$ cat config.mk
export PLATFORM = sky130hd
export DESIGN_NAME = frm_seq_ctrl
export DESIGN_NICKNAME = d
export VERILOG_FILES = /design/src/rtl/frm_seq_ctrl.sv
export SDC_FILE = /design/constraint.sdc
export NUM_CORES = 1
export LEC_CHECK = 0
export BUFFER_PORTS_ARGS = -buffer_cell sky130_fd_sc_hd__buf_2
export CORE_ASPECT_RATIO = 0.75
export CORE_MARGIN = 5
export CORE_UTILIZATION = 40
export CTS_BUF_LIST = sky130_fd_sc_hd__clkbuf_4
export CTS_CLUSTER_SIZE = 25
export DETAILED_ROUTE_END_ITERATION = 10
export GPL_TIMING_DRIVEN = 0
export HOLD_SLACK_MARGIN = 0.02
export PLACE_DENSITY = 0.71
export SLEW_MARGIN = 40
export SYNTH_ARGS = -nofsm -noshare
export SYNTH_HDL_FRONTEND = slang
export SYNTH_SLANG_ARGS = --single-unit
$ cat constraint.sdc
create_clock -name clk -period 8.2 [get_ports clk]
set_input_delay 1.64 -clock clk [delete_from_list [all_inputs] [get_ports clk]]
set_output_delay 1.64 -clock clk [all_outputs]
set_load 0.02 [all_outputs]
$ cat src/rtl/frm_seq_ctrl.sv
// Frame sequencer: gates whole frames on cfg_en, shadows geometry at frame start,
// regenerates sof/sol/eol/eof from x/y counters and flags framing errors.
module frm_seq_ctrl #(
  parameter int DATA_WIDTH = 24,
  parameter int CNT_WIDTH  = 16
) (
  input  logic                  clk,
  input  logic                  rst_n,
  input  logic                  cfg_en,
  input  logic [10:0]           cfg_img_w,
  input  logic [10:0]           cfg_img_h,
  input  logic                  cfg_clr_err,
  input  logic                  m_frm_val,
  output logic                  m_frm_rdy,
  input  logic [DATA_WIDTH-1:0] m_frm_data,
  input  logic                  m_frm_sof,
  input  logic                  m_frm_eof,
  output logic                  s_frm_val,
  input  logic                  s_frm_rdy,
  output logic [DATA_WIDTH-1:0] s_frm_data,
  output logic                  s_frm_sof,
  output logic                  s_frm_eof,
  output logic                  s_frm_sol,
  output logic                  s_frm_eol,
  output logic [10:0]           act_img_w,
  output logic [10:0]           act_img_h,
  output logic                  sts_busy,
  output logic [CNT_WIDTH-1:0]  sts_frm_cnt,
  output logic                  sts_err_sof,
  output logic                  sts_err_eof
);

  typedef enum logic [1:0] {IDLE, WAIT_SOF, ACTIVE} state_t;

  state_t      state, state_nxt;
  logic [10:0] x_q, y_q;
  logic [10:0] cfg_w_cl, cfg_h_cl;
  logic [10:0] w_eff, h_eff, x_eff, y_eff;
  logic        pass, acc, start, frm_end, early_eof;

  assign cfg_w_cl = (cfg_img_w < 11'd2) ? 11'd2 : cfg_img_w;
  assign cfg_h_cl = (cfg_img_h < 11'd2) ? 11'd2 : cfg_img_h;

  // A starting beat is either the first sof after arming or a resync sof mid-frame.
  assign start = m_frm_val & m_frm_sof &
                 ((state == WAIT_SOF) |
                  ((state == ACTIVE) & ((x_q != 11'd0) | (y_q != 11'd0))));

  assign pass       = (state == ACTIVE) | ((state == WAIT_SOF) & m_frm_sof);
  assign m_frm_rdy  = pass ? s_frm_rdy : 1'b1;
  assign s_frm_val  = m_frm_val & pass;
  assign s_frm_data = m_frm_data;
  assign acc        = m_frm_val & m_frm_rdy & pass;

  assign w_eff = start ? cfg_w_cl : act_img_w;
  assign h_eff = start ? cfg_h_cl : act_img_h;
  assign x_eff = start ? 11'd0 : x_q;
  assign y_eff = start ? 11'd0 : y_q;

  assign s_frm_sol = (x_eff == 11'd0);
  assign s_frm_eol = (x_eff == w_eff - 11'd1);
  assign s_frm_sof = s_frm_sol & (y_eff == 11'd0);
  assign s_frm_eof = s_frm_eol & (y_eff == h_eff - 11'd1);

  assign frm_end   = acc & (s_frm_eof | m_frm_eof);
  assign early_eof = acc & m_frm_eof & ~s_frm_eof;
  assign sts_busy  = (state == ACTIVE);

  always_ff @(posedge clk or negedge rst_n) begin
    if (!rst_n) begin
      state <= IDLE;
    end else begin
      state <= state_nxt;
    end
  end

  // Frame end wins over a coincident start so a one-beat frame is still closed out.
  always_comb begin
    state_nxt = state;
    case (state)
      IDLE: begin
        if (cfg_en) state_nxt = WAIT_SOF;
      end
      WAIT_SOF: begin
        if (frm_end)          state_nxt = cfg_en ? WAIT_SOF : IDLE;
        else if (acc & start) state_nxt = ACTIVE;
        else if (!cfg_en)     state_nxt = IDLE;
      end
      ACTIVE: begin
        if (frm_end) state_nxt = cfg_en ? WAIT_SOF : IDLE;
      end
      default: state_nxt = IDLE;
    endcase
  end

  always_ff @(posedge clk or negedge rst_n) begin
    if (!rst_n) begin
      x_q <= 11'd0;
      y_q <= 11'd0;
    end else if (frm_end) begin
      x_q <= 11'd0;
      y_q <= 11'd0;
    end else if (acc & start) begin
      x_q <= 11'd1;
      y_q <= 11'd0;
    end else if (acc) begin
      if (s_frm_eol) begin
        x_q <= 11'd0;
        y_q <= y_q + 11'd1;
      end else begin
        x_q <= x_q + 11'd1;
      end
    end
  end

  always_ff @(posedge clk or negedge rst_n) begin
    if (!rst_n) begin
      act_img_w   <= 11'd2;
      act_img_h   <= 11'd2;
      sts_frm_cnt <= '0;
      sts_err_sof <= 1'b0;
      sts_err_eof <= 1'b0;
    end else begin
      if (acc & start) begin
        act_img_w <= cfg_w_cl;
        act_img_h <= cfg_h_cl;
      end
      if (frm_end) sts_frm_cnt <= sts_frm_cnt + 1'b1;
      sts_err_sof <= (acc & start & (state == ACTIVE)) | (sts_err_sof & ~cfg_clr_err);
      sts_err_eof <= early_eof | (sts_err_eof & ~cfg_clr_err);
    end
  end

endmodule

==> summary.txt, run 1 <==
Die
  • # rows: 33
  • Die Y: 101 um
  • Die Wd: 131 um
  • Io pins: 125
  • Initial core utilization: 40.6%
  • Full die area: 13200 sq um
  • Core Area: 10900 sq um

STA
  • F_max: 128 MHz
  • Setup TNS: 0 ns
  • Final min period: 7.81 ns
  • Worst Skew: 0.0155 ns
  • Hold Violations, Final: 0
  • Worst Tran Pin Value: 0.769 ns
  • Slew margin rel.: 48.3%
  • RSZ-0062 raised after global routing: no
  • Final setup vio count: 0
  • Fin crit share: 95.2%
  • Max-slew violations: 0

Routing
  • Total iterations of the first detailed-routing run: 5
  • Remaining DRCs: 0
  • DRT antenna net count: 0
  • Routed WL per cell: 16.4 um
  • Initial DRC Count: 276
  • Final WL: 12300 um
  • Avg Vias per Cell: 5.56
  • Vias: 4184

GRT
  • First-pass GRT wire length: 20000 um
  • Largest net degree at the start of global routing: 43
  • GRT Overall Usage: 18.3%
  • Vias in the first global route: 4046
  • Initial antenna violation count: 0
  • Remaining Overflow, GRT: 0

Finish
  • Final net count: 668
  • Multi-input logic area: 2490 sq um
  • Syn-to-layout area delta: 20.0%
  • FF/Latch Area: 1600 sq um
  • # fillers: 1050
  • # diodes: 0
  • Share of layout cells above drive strength 1: 28.8%

Place
  • Buffers added on ports: 99
  • RD Place Congestion: 0.879
  • Dpl hpwl: 9530 um

Yosys
  • Post-synth top area cell: dfrtp_1
  • Syn nets: 557
  • Post-synth ARST share: 100%
  • Number of synthesized flops with an enable pin: 0
  • Most frequent cell after synthesis: dfrtp_1
  • Number of synthesized register bits: 64
  • Cells after synthesis: 496
  • Share of the synthesized area in the top cell type: 35.2%
  • Cell variety after synth: 63
  • Ys Warns: 0
  • Synthesized area: 4410 sq um
  • Synth cell count leaders: dfrtp_1, nor2_1, nand2_1
  • Synth Flop Type: dfrtp_1
  • Ranking of synthesized cells by area: dfrtp_1, xor2_1, mux2_2
  • Seq/Total Area, Yosys: 36.4%
  • Syn Area/Cell: 8.88 sq um

Clocking
  • Clock sink total: 64
  • H-tree depth: 3
  • Clock Path Buffers: 2
  • Worst skew pair latency: 0.43 ns
  • CTS tree: done
  • Clk slew on worst S/H paths: 0.11 ns
  • Cts bufs inserted: 9
  • Clock Root Buffer: clkbuf_4
  • Hold Buf Count CTS: 0

Hold path
  • Hold Crit Class: reg2reg

Worst setup path
  • Crit start category: input pin
  • Worst EP required: 6.56 ns
  • CP Data Arrival Time: 6.17 ns
  • CP Max Fanout: 8
  • CP endpoint kind: primary output
  • Worst setup path class: in2out

Pwr
  • Power per standard cell area: 200 nW/um^2
  • Leak pwr: 2.54 nW
  • Peak VDD IR: 0.0932 mV
  • PnR Total Power: 1.06 mW

Outcome
  • Status: complete, no violations

Job
  • Max-cap viol count: 0
cell families (layout without fill, tap and decap cells):
family	Yosys count	count (layout)	synth area share [%]
xor+xnor	51	51	10.1
mux	26	26	6.50
simple gates	210	210	26.0
fa+ha+maj	7	7	1.99
buf+inv	58	174	7.27
flops	64	64	36.4
compound gates	80	80	11.7
registers in the layout, summed over array words and instances (netlist names):
register     cells
act_img_h       11
x_q             11
sts_frm_cnt     16
y_q             11
sts_err_eof      1
sts_err_sof      1
act_img_w       11
state            2
layer usage:
metal  routed length [um]  vias to the layer above  GRT usage [%]
li1                     -                     1994              -
met1                 5500                     2042           23.7
met2                 5830                      134           30.1
met3                  826                       14           5.84
met4                  153                        0           4.31
met5                    0                        -              0
cells in the final DEF (no fill, tap or decap), drive strengths merged, types with 3 or more instances in the layout:
cell	count
a21oi	17
a31oi	4
and2	4
and3	13
buf	133
bufinv	3
clkbuf	19
clkinv	3
dfrtp	62
ha	7
inv	15
mux2	21
mux2i	5
nand2	35
nand2b	7
nand3	26
nand3b	3
nand4	14
nor2	38
nor2b	6
nor3	24
nor3b	6
nor4	13
nor4b	4
o21ai	27
o22ai	5
o31a	3
o31ai	5
or3	6
or4	4
xnor2	20
xor2	31
through the flow:
step           cells  hold slack (ns)  instance area [sq um]  utilization (%)  setup WS, ns
6_report         752            0.472                   5290             48.7         0.395
5_1_grt          752            0.482                   5290             48.7        0.0662
4_1_cts          752            0.476                   5280             48.6         0.231
3_5_place_dp     736            0.451                   5100             47.0         0.388
3_3_place_gp     735            0.454                   5080             46.7         0.434
2_1_floorplan    496            0.500                   4410                -          1.08
path summary, 6_finish.rpt:
kind / startpoint / endpoint / slack [ns] / depth (start not counted)
max in group asynchronous: rst_n / y_q[2] / 6.55 / 2
min in group asynchronous: rst_n / act_img_w[0] / 1.10 / 1
worst min-delay path: sts_frm_cnt[15] / sts_frm_cnt[15] / 0.47 / 1
worst max-delay path: cfg_img_w[7] / s_frm_eof / 0.39 / 16
worst max register to register: y_q[5] / y_q[9] / 1.95 / 20
worst min register to register: sts_frm_cnt[15] / sts_frm_cnt[15] / 0.47 / 1
area by class of cell:
type | instances | share of cell area, %
multi-input cells | 374 | 47.1
flip-flops and latches | 64 | 30.3
repair buffers | 100 | 9.80
plain buffers | 43 | 4.99
well taps | 140 | 3.31
clock inverters | 7 | 2.08
clock buffers | 9 | 1.28
inverters | 15 | 1.06
worst max-delay path, cell delays in order:
cell and delay (ns):
buf_2 0.12, or4_1 0.56, or4b_2 0.64, o21ai_0 0.39
nor2_1 0.11, a21oi_1 0.14, ha_1 0.16, clkbuf_1 0.32
nor3b_1 0.29, xnor2_1 0.14, o311ai_0 0.12, or4_1 0.51
a221oi_2 0.32, o2111a_2 0.32, and3_1 0.21, buf_2 0.18
power by group:
part	leakage (nW)	switching [mW]	internal (mW)	total, mW
Clock	0.0910	0.120	0.152	0.271
Combinational	1.61	0.211	0.160	0.371
Sequential	0.840	0.0606	0.355	0.415
what timing repair did:
item | in CTS | in global routing
gates resized for setup | 0 | 2
endpoints found under the setup margin | 0 | 1
setup buffers | 0 | 0
endpoints found under the hold margin | 0 | 0
Note: power is estimated with default switching activity, not from simulation.
==> inputs of run 2 (changes only) <==
--- a/config.mk
+++ b/config.mk
@@ -14,7 +14,6 @@
 export DETAILED_ROUTE_END_ITERATION = 10
 export GPL_TIMING_DRIVEN = 0
 export HOLD_SLACK_MARGIN = 0.02
-export PLACE_DENSITY = 0.71
 export SLEW_MARGIN = 40
 export SYNTH_ARGS = -nofsm -noshare
 export SYNTH_HDL_FRONTEND = slang
==> summary.txt, run 2 (synthesized netlist as in run 1, its figures left out) <==
Worst setup path
  • CP endpoint kind: primary output
  • CP Buf/Inv Count: 3 (unchanged)
  • Critical Path, Cell by Cell: buf_2 -> or4_1 -> or4b_2 -> o21ai_0 -> nor2_1 -> a21oi_1 -> ha_1 -> clkbuf_1 -> nor3b_1 -> xnor2_1 -> o311ai_0 -> or4_1 -> a221oi_2 -> o2111a_2 -> and3_1 -> buf_2
  • Crit-path max cell delay: 0.64 ns (about the same)
  • Worst setup path class: in2out
  • CP top delay family: simple AND/OR/NAND/NOR gates
  • Worst EP required: 6.56 ns (about the same)
  • CP Data Arrival Time: 6.13 ns (-0.04 ns)
  • Crit start category: input pin
  • Reg-to-Reg Start: y_q[5]
  • Setup crit start: cfg_img_w[7]
  • Slowest CP cell: or4b_2
  • CP Max Fanout: 8 (unchanged)

Die
  • # rows: 33 (unchanged)
  • Initial core utilization: 40.6% (unchanged)
  • Die Wd: 131 um (unchanged)
  • Die Y: 101 um (unchanged)
  • Full die area: 13200 sq um (unchanged)
  • Core Area: 10900 sq um (unchanged)
  • Io pins: 125 (unchanged)

Clocking
  • Worst skew pair latency: 0.43 ns (about the same)
  • Clock Root Buffer: clkbuf_4
  • CTS tree: done
  • H-tree depth: 3 (unchanged)
  • Cts bufs inserted: 9 (unchanged)
  • Clock Path Buffers: 2 (unchanged)
  • Post-CTS setup buffers: 0 (unchanged)
  • Hold Buf Count CTS: 0 (unchanged)
  • Clk slew on worst S/H paths: 0.11 ns (about the same)
  • Post-cts sizing count: 0 (unchanged)
  • Clock sink total: 64 (unchanged)

STA
  • Final setup vio count: 0 (unchanged)
  • Hold_ws: 0.479 ns (+0.00689 ns)
  • Setup TNS: 0 ns (unchanged)
  • Slew margin rel.: 48.6% (+0.31 points)
  • Worst Skew: 0.00641 ns (-0.00908 ns)
  • Max-slew violations: 0 (unchanged)
  • Worst Tran Pin Value: 0.765 ns (-0.00454 ns)
  • F_max: 129 MHz (+0.49%)
  • Hold Violations, Final: 0 (unchanged)
  • Final min period: 7.77 ns (-0.0384 ns)
  • Fin worst setup slack: 0.433 ns (+0.0384 ns)
  • Fin crit share: 94.7% (-0.47 points)
  • RSZ-0062 raised after global routing: no

Finish
  • Final Non-Filler Cells: 752 (unchanged)
  • # diodes: 0 (unchanged)
  • Max reg flops: 16 (unchanged)
  • # fillers: 1056 (+0.57%)
  • Commonest non-fill, non-tap cells in the layout: buf_2, dfrtp_1, nor2_1
  • Final net count: 668 (unchanged)
  • Commonest non-fill, non-tap cell in the layout: buf_2
  • Syn-to-layout area delta: 19.7%
  • Largest Register: sts_frm_cnt
  • Share of layout cells above drive strength 1: 29.1% (+0.33 points)

Pwr
  • Peak VDD IR: 0.100 mV (+7.4%)
  • Power per standard cell area: 197 nW/um^2 (-1.7%)
  • Leak pwr: 2.53 nW (-0.20%)

Place
  • Pre-CTS setup slack: 0.418 ns (+0.0297 ns)
  • RD Place Congestion: 0.862 (-2.0%)
  • Post-Place Cells: 736 (unchanged)
  • Dpl hpwl: 9650 um (+1.2%)
  • Buffers added on ports: 99 (unchanged)

GRT
  • GRT Overall Usage: 18.7% (+0.35 points)
  • Largest net degree at the start of global routing: 50 (+16%)
  • Vias in the first global route: 3861 (-4.6%)
  • Remaining Overflow, GRT: 0 (unchanged)
  • Initial antenna violation count: 0 (unchanged)
  • First-pass GRT wire length: 20300 um (+1.3%)

Routing
  • Avg Vias per Cell: 5.49 (-1.4%)
  • Routed WL per cell: 16.7 um (+2.0%)
  • Total iterations of the first detailed-routing run: 5 (unchanged)
  • Remaining DRCs: 0 (unchanged)
  • DRT antenna net count: 0 (unchanged)
  • Vias: 4125 (-1.4%)
  • Initial DRC Count: 292 (+5.8%)
  • Final WL: 12600 um (+2.0%)

Hold path
  • Hold Crit Start: sts_frm_cnt[15]
  • Hold Crit Class: reg2reg

Job
  • Max-cap viol count: 0 (unchanged)

Outcome
  • Status: complete, no violations
==> run 2: final timing paths <==
path / end / slack (ns) / depth (start not counted)
min reg2reg: sts_frm_cnt[15] / 0.48 / 1
max in group asynchronous: act_img_w[1] / 6.65 / 2
max reg2reg: y_q[2] / 1.99 / 19
min: sts_frm_cnt[15] / 0.48 / 1
max: s_frm_eof / 0.43 / 16
min in group asynchronous: y_q[7] / 1.01 / 1
==> run 2: stage by stage <==
step / utilization (%) / power [mW] / cell area (sq um)
after global routing: 48.6 / 1.10 / 5270
after CTS: 48.5 / 1.04 / 5270
after floorplan: - / 0.672 / 4410
after global placement: 46.7 / 0.779 / 5080
after detailed placement: 47.1 / 0.790 / 5110
final: 48.6 / 1.04 / 5270
==> run 2: routing by layer <==
layer	up-vias	share of wire [%]	GRT usage, %
met2	127	46	29.6
met1	1986	48	26.1
li1	1998	-	-
met3	14	5.4	4.29
met5	-	0	0
met4	0	0.97	4.23
==> run 2: area by class of cell <==
class	count	area [sq um]	area share, %
Buffer	43	265	5.03
Clock buffer	10	75.1	1.42
Inverter	15	56.3	1.07
Multi-Input combinational cell	374	2480	47.1
Tap cell	140	175	3.32
Timing Repair Buffer	100	529	10.0
Clock inverter	6	83.8	1.59
Sequential cell	64	1600	30.4
==> run 2: where the power goes <==
| group | total (mW) | internal [mW] | switching [mW] |
|---|---|---|---|
| sequential | 0.415 | 0.355 | 0.0599 |
| clock | 0.251 | 0.125 | 0.125 |
| combinational | 0.372 | 0.160 | 0.212 |
| total | 1.04 | 0.641 | 0.397 |
==> inputs of run 3 (changes only) <==
--- a/config.mk
+++ b/config.mk
@@ -9,7 +9,6 @@
 export CORE_ASPECT_RATIO = 0.75
 export CORE_MARGIN = 5
 export CORE_UTILIZATION = 40
-export CTS_BUF_LIST = sky130_fd_sc_hd__clkbuf_4
 export CTS_CLUSTER_SIZE = 25
 export DETAILED_ROUTE_END_ITERATION = 10
 export GPL_TIMING_DRIVEN = 0
==> constraint.sdc (replaced) <==
create_clock -name clk -period 9.05 [get_ports clk]
set_input_delay 1.81 -clock clk [delete_from_list [all_inputs] [get_ports clk]]
set_output_delay 1.81 -clock clk [all_outputs]
set_load 0.02 [all_outputs]
==> summary.txt, run 3 (synthesized netlist as in run 1, its figures left out) <==
Outcome
  • Status: complete, no violations

Pwr
  • Switching power: 0.378 mW (-4.8%)
  • Power per standard cell area: 201 nW/um^2 (+2.2%)
  • Peak VDD IR: 0.0903 mV (-9.9%)
  • Clock share of power: 34.8% (+11 points)
  • PnR Total Power: 1.09 mW (+5.4%)
  • Pint: 0.716 mW (+12%)
  • Leak pwr: 2.60 nW (+2.7%)
  • Register share of total power: 34.5% (-5.5 points)
  • Sw Ratio: 34.5% (-3.7 points)
  • Logic pwr share: 30.8% (-5.0 points)

Worst setup path
  • Critical Path, Cell by Cell: buf_2 -> or4_1 -> or4b_2 -> o21ai_0 -> nor2_1 -> a21oi_1 -> ha_1 -> clkbuf_1 -> nor3b_1 -> xnor2_1 -> o311ai_0 -> or4_1 -> a221oi_2 -> o2111a_2 -> and3_1 -> buf_2
  • CP Max Fanout: 8 (unchanged)
  • Setup crit start: cfg_img_w[7]
  • Slowest CP cell: or4b_2
  • Worst setup path class: in2out
  • Crit-path max cell delay: 0.64 ns (about the same)
  • CP Data Arrival Time: 6.27 ns (+0.14 ns)
  • CP endpoint kind: primary output
  • Worst EP required: 7.24 ns (+0.68 ns)
  • Crit start category: input pin
  • Reg-to-Reg Start: y_q[5]

Routing
  • Initial DRC Count: 320 (+9.6%)
  • Remaining DRCs: 0 (unchanged)
  • Routed WL per cell: 16.8 um (+0.29%)
  • DRT antenna net count: 0 (unchanged)
  • Final WL: 12600 um (+0.29%)
  • Total iterations of the first detailed-routing run: 5 (unchanged)
  • Avg Vias per Cell: 5.50 (+0.22%)
  • Vias: 4134 (+0.22%)

Clocking
  • Clock Path Buffers: 2 (unchanged)
  • Clock sink total: 64 (unchanged)
  • Post-cts sizing count: 0 (unchanged)
  • Clock Root Buffer: clkbuf_16
  • Worst skew pair latency: 0.33 ns (-0.10 ns)
  • Clk slew on worst S/H paths: 0.05 ns (-0.06 ns)
  • Cts bufs inserted: 9 (unchanged)
  • CTS tree: done
  • H-tree depth: 3 (unchanged)
  • Hold Buf Count CTS: 0 (unchanged)
  • Post-CTS setup buffers: 0 (unchanged)

GRT
  • GR Util met1: 26.2% (+0.10 points)
  • Largest net degree at the start of global routing: 50 (unchanged)
  • Initial antenna violation count: 0 (unchanged)
  • Grt peak-use layer: met2
  • Vias in the first global route: 3884 (+0.60%)
  • GRT Overall Usage: 18.9% (+0.17 points)
  • First-pass GRT wire length: 20400 um (+0.72%)
  • GR Layer Usage met3: 4.44% (+0.15 points)
  • Met2 usage: 29.9% (+0.23 points)
  • Remaining Overflow, GRT: 0 (unchanged)

STA
  • F_max: 124 MHz
  • Setup TNS: 0 ns (unchanged)
  • Worst Skew: 0.00383 ns (-0.00258 ns)
  • Final setup vio count: 0 (unchanged)
  • Slew margin rel.: 49.7% (+1.2 points)
  • Fin worst setup slack: 0.972 ns (+0.539 ns)
  • Worst Tran Pin Value: 0.747 ns (-0.0173 ns)
  • Final min period: 8.08 ns
  • RSZ-0062 raised after global routing: no
  • Fin crit share: 89.3%
  • Hold Violations, Final: 0 (unchanged)
  • Max-slew violations: 0 (unchanged)

Place
  • Dpl hpwl: 9650 um (unchanged)
  • RD Place Congestion: 0.862 (unchanged)
  • Buffers added on ports: 99 (unchanged)
  • Pre-CTS setup slack: 0.928 ns (+0.510 ns)

Finish
  • Final net count: 668 (unchanged)
  • Share of layout cells above drive strength 1: 28.9% (-0.16 points)
  • Commonest non-fill, non-tap cell in the layout: buf_2
  • Commonest non-fill, non-tap cells in the layout: buf_2, dfrtp_1, nor2_1
  • # diodes: 0 (unchanged)
  • Largest Register: sts_frm_cnt
  • Syn-to-layout area delta: 23.4%
  • Final core utilization: 50.1% (+1.5 points)
  • Max reg flops: 16 (unchanged)

Die
  • Initial core utilization: 40.6% (unchanged)
  • Die Wd: 131 um (unchanged)
  • Full die area: 13200 sq um (unchanged)
  • # rows: 33 (unchanged)
  • Core Area: 10900 sq um (unchanged)
  • Io pins: 125 (unchanged)
  • Die Y: 101 um (unchanged)

Job
  • Max-cap viol count: 0 (unchanged)

Hold path
  • Hold Crit Start: sts_frm_cnt[15]
  • Hold Crit Class: reg2reg
run 3: changes by cell type in the layout (fill, tap and decap cells not counted), sizes merged:
cell / before / now
clkbuf: 21 / 22
clkinv: 2 / 1
run 3: layout make-up:
cell class	instances	area, sq um
clock buffer	11	243
clock inverter	5	80.1
inverter	15	56.3
tap	140	175
sequential	64	1600
buffer	43	264
timing repair buffer	100	529
multi-input combinational	374	2480
fill	1032	5420
run 3: through the flow:
stage	instance area (sq um)	instances	hold slack (ns)
2_1_floorplan	4410	496	0.500
3_3_place_gp	5080	735	0.455
3_5_place_dp	5110	736	0.453
4_1_cts	5430	752	0.471
5_1_grt	5440	752	0.493
6_report	5440	752	0.471
run 3: path summary, 6_finish.rpt:
kind / to / slack (ns) / cells after the start
setup / recovery: s_frm_eof / 0.97 / 16
hold / removal: sts_frm_cnt[15] / 0.47 / 1
setup reg to reg: y_q[2] / 2.69 / 19
hold reg to reg: sts_frm_cnt[15] / 0.47 / 1
max in group asynchronous: act_img_w[1] / 7.22 / 2
min in group asynchronous: y_q[7] / 1.30 / 1
run 3: routing by layer:
metal / vias up / part of all wire [%]
met5: - / 0
met4: 0 / 0.81
met3: 10 / 5.8
met2: 126 / 46
met1: 1997 / 47
li1: 2001 / -
run 3: worst max-delay path: cells and delay by family:
family | cells | cell delay [ns]
AOI/OAI and AO/OA | 5 | 1.28
and+or+nand+nor | 6 | 2.28
xor gates and xnor gates | 1 | 0.15
buffers and inverters | 3 | 0.58
adders and majority gates | 1 | 0.15
run 3: power by group through the flow:
stage | logic [mW] | registers [mW] | clock network [mW]
detailed placement | 0.334 | 0.381 | 0
finish | 0.336 | 0.377 | 0.380
floorplan | 0.212 | 0.397 | 0
global placement | 0.326 | 0.380 | 0
CTS | 0.337 | 0.377 | 0.387
global route | 0.370 | 0.383 | 0.399
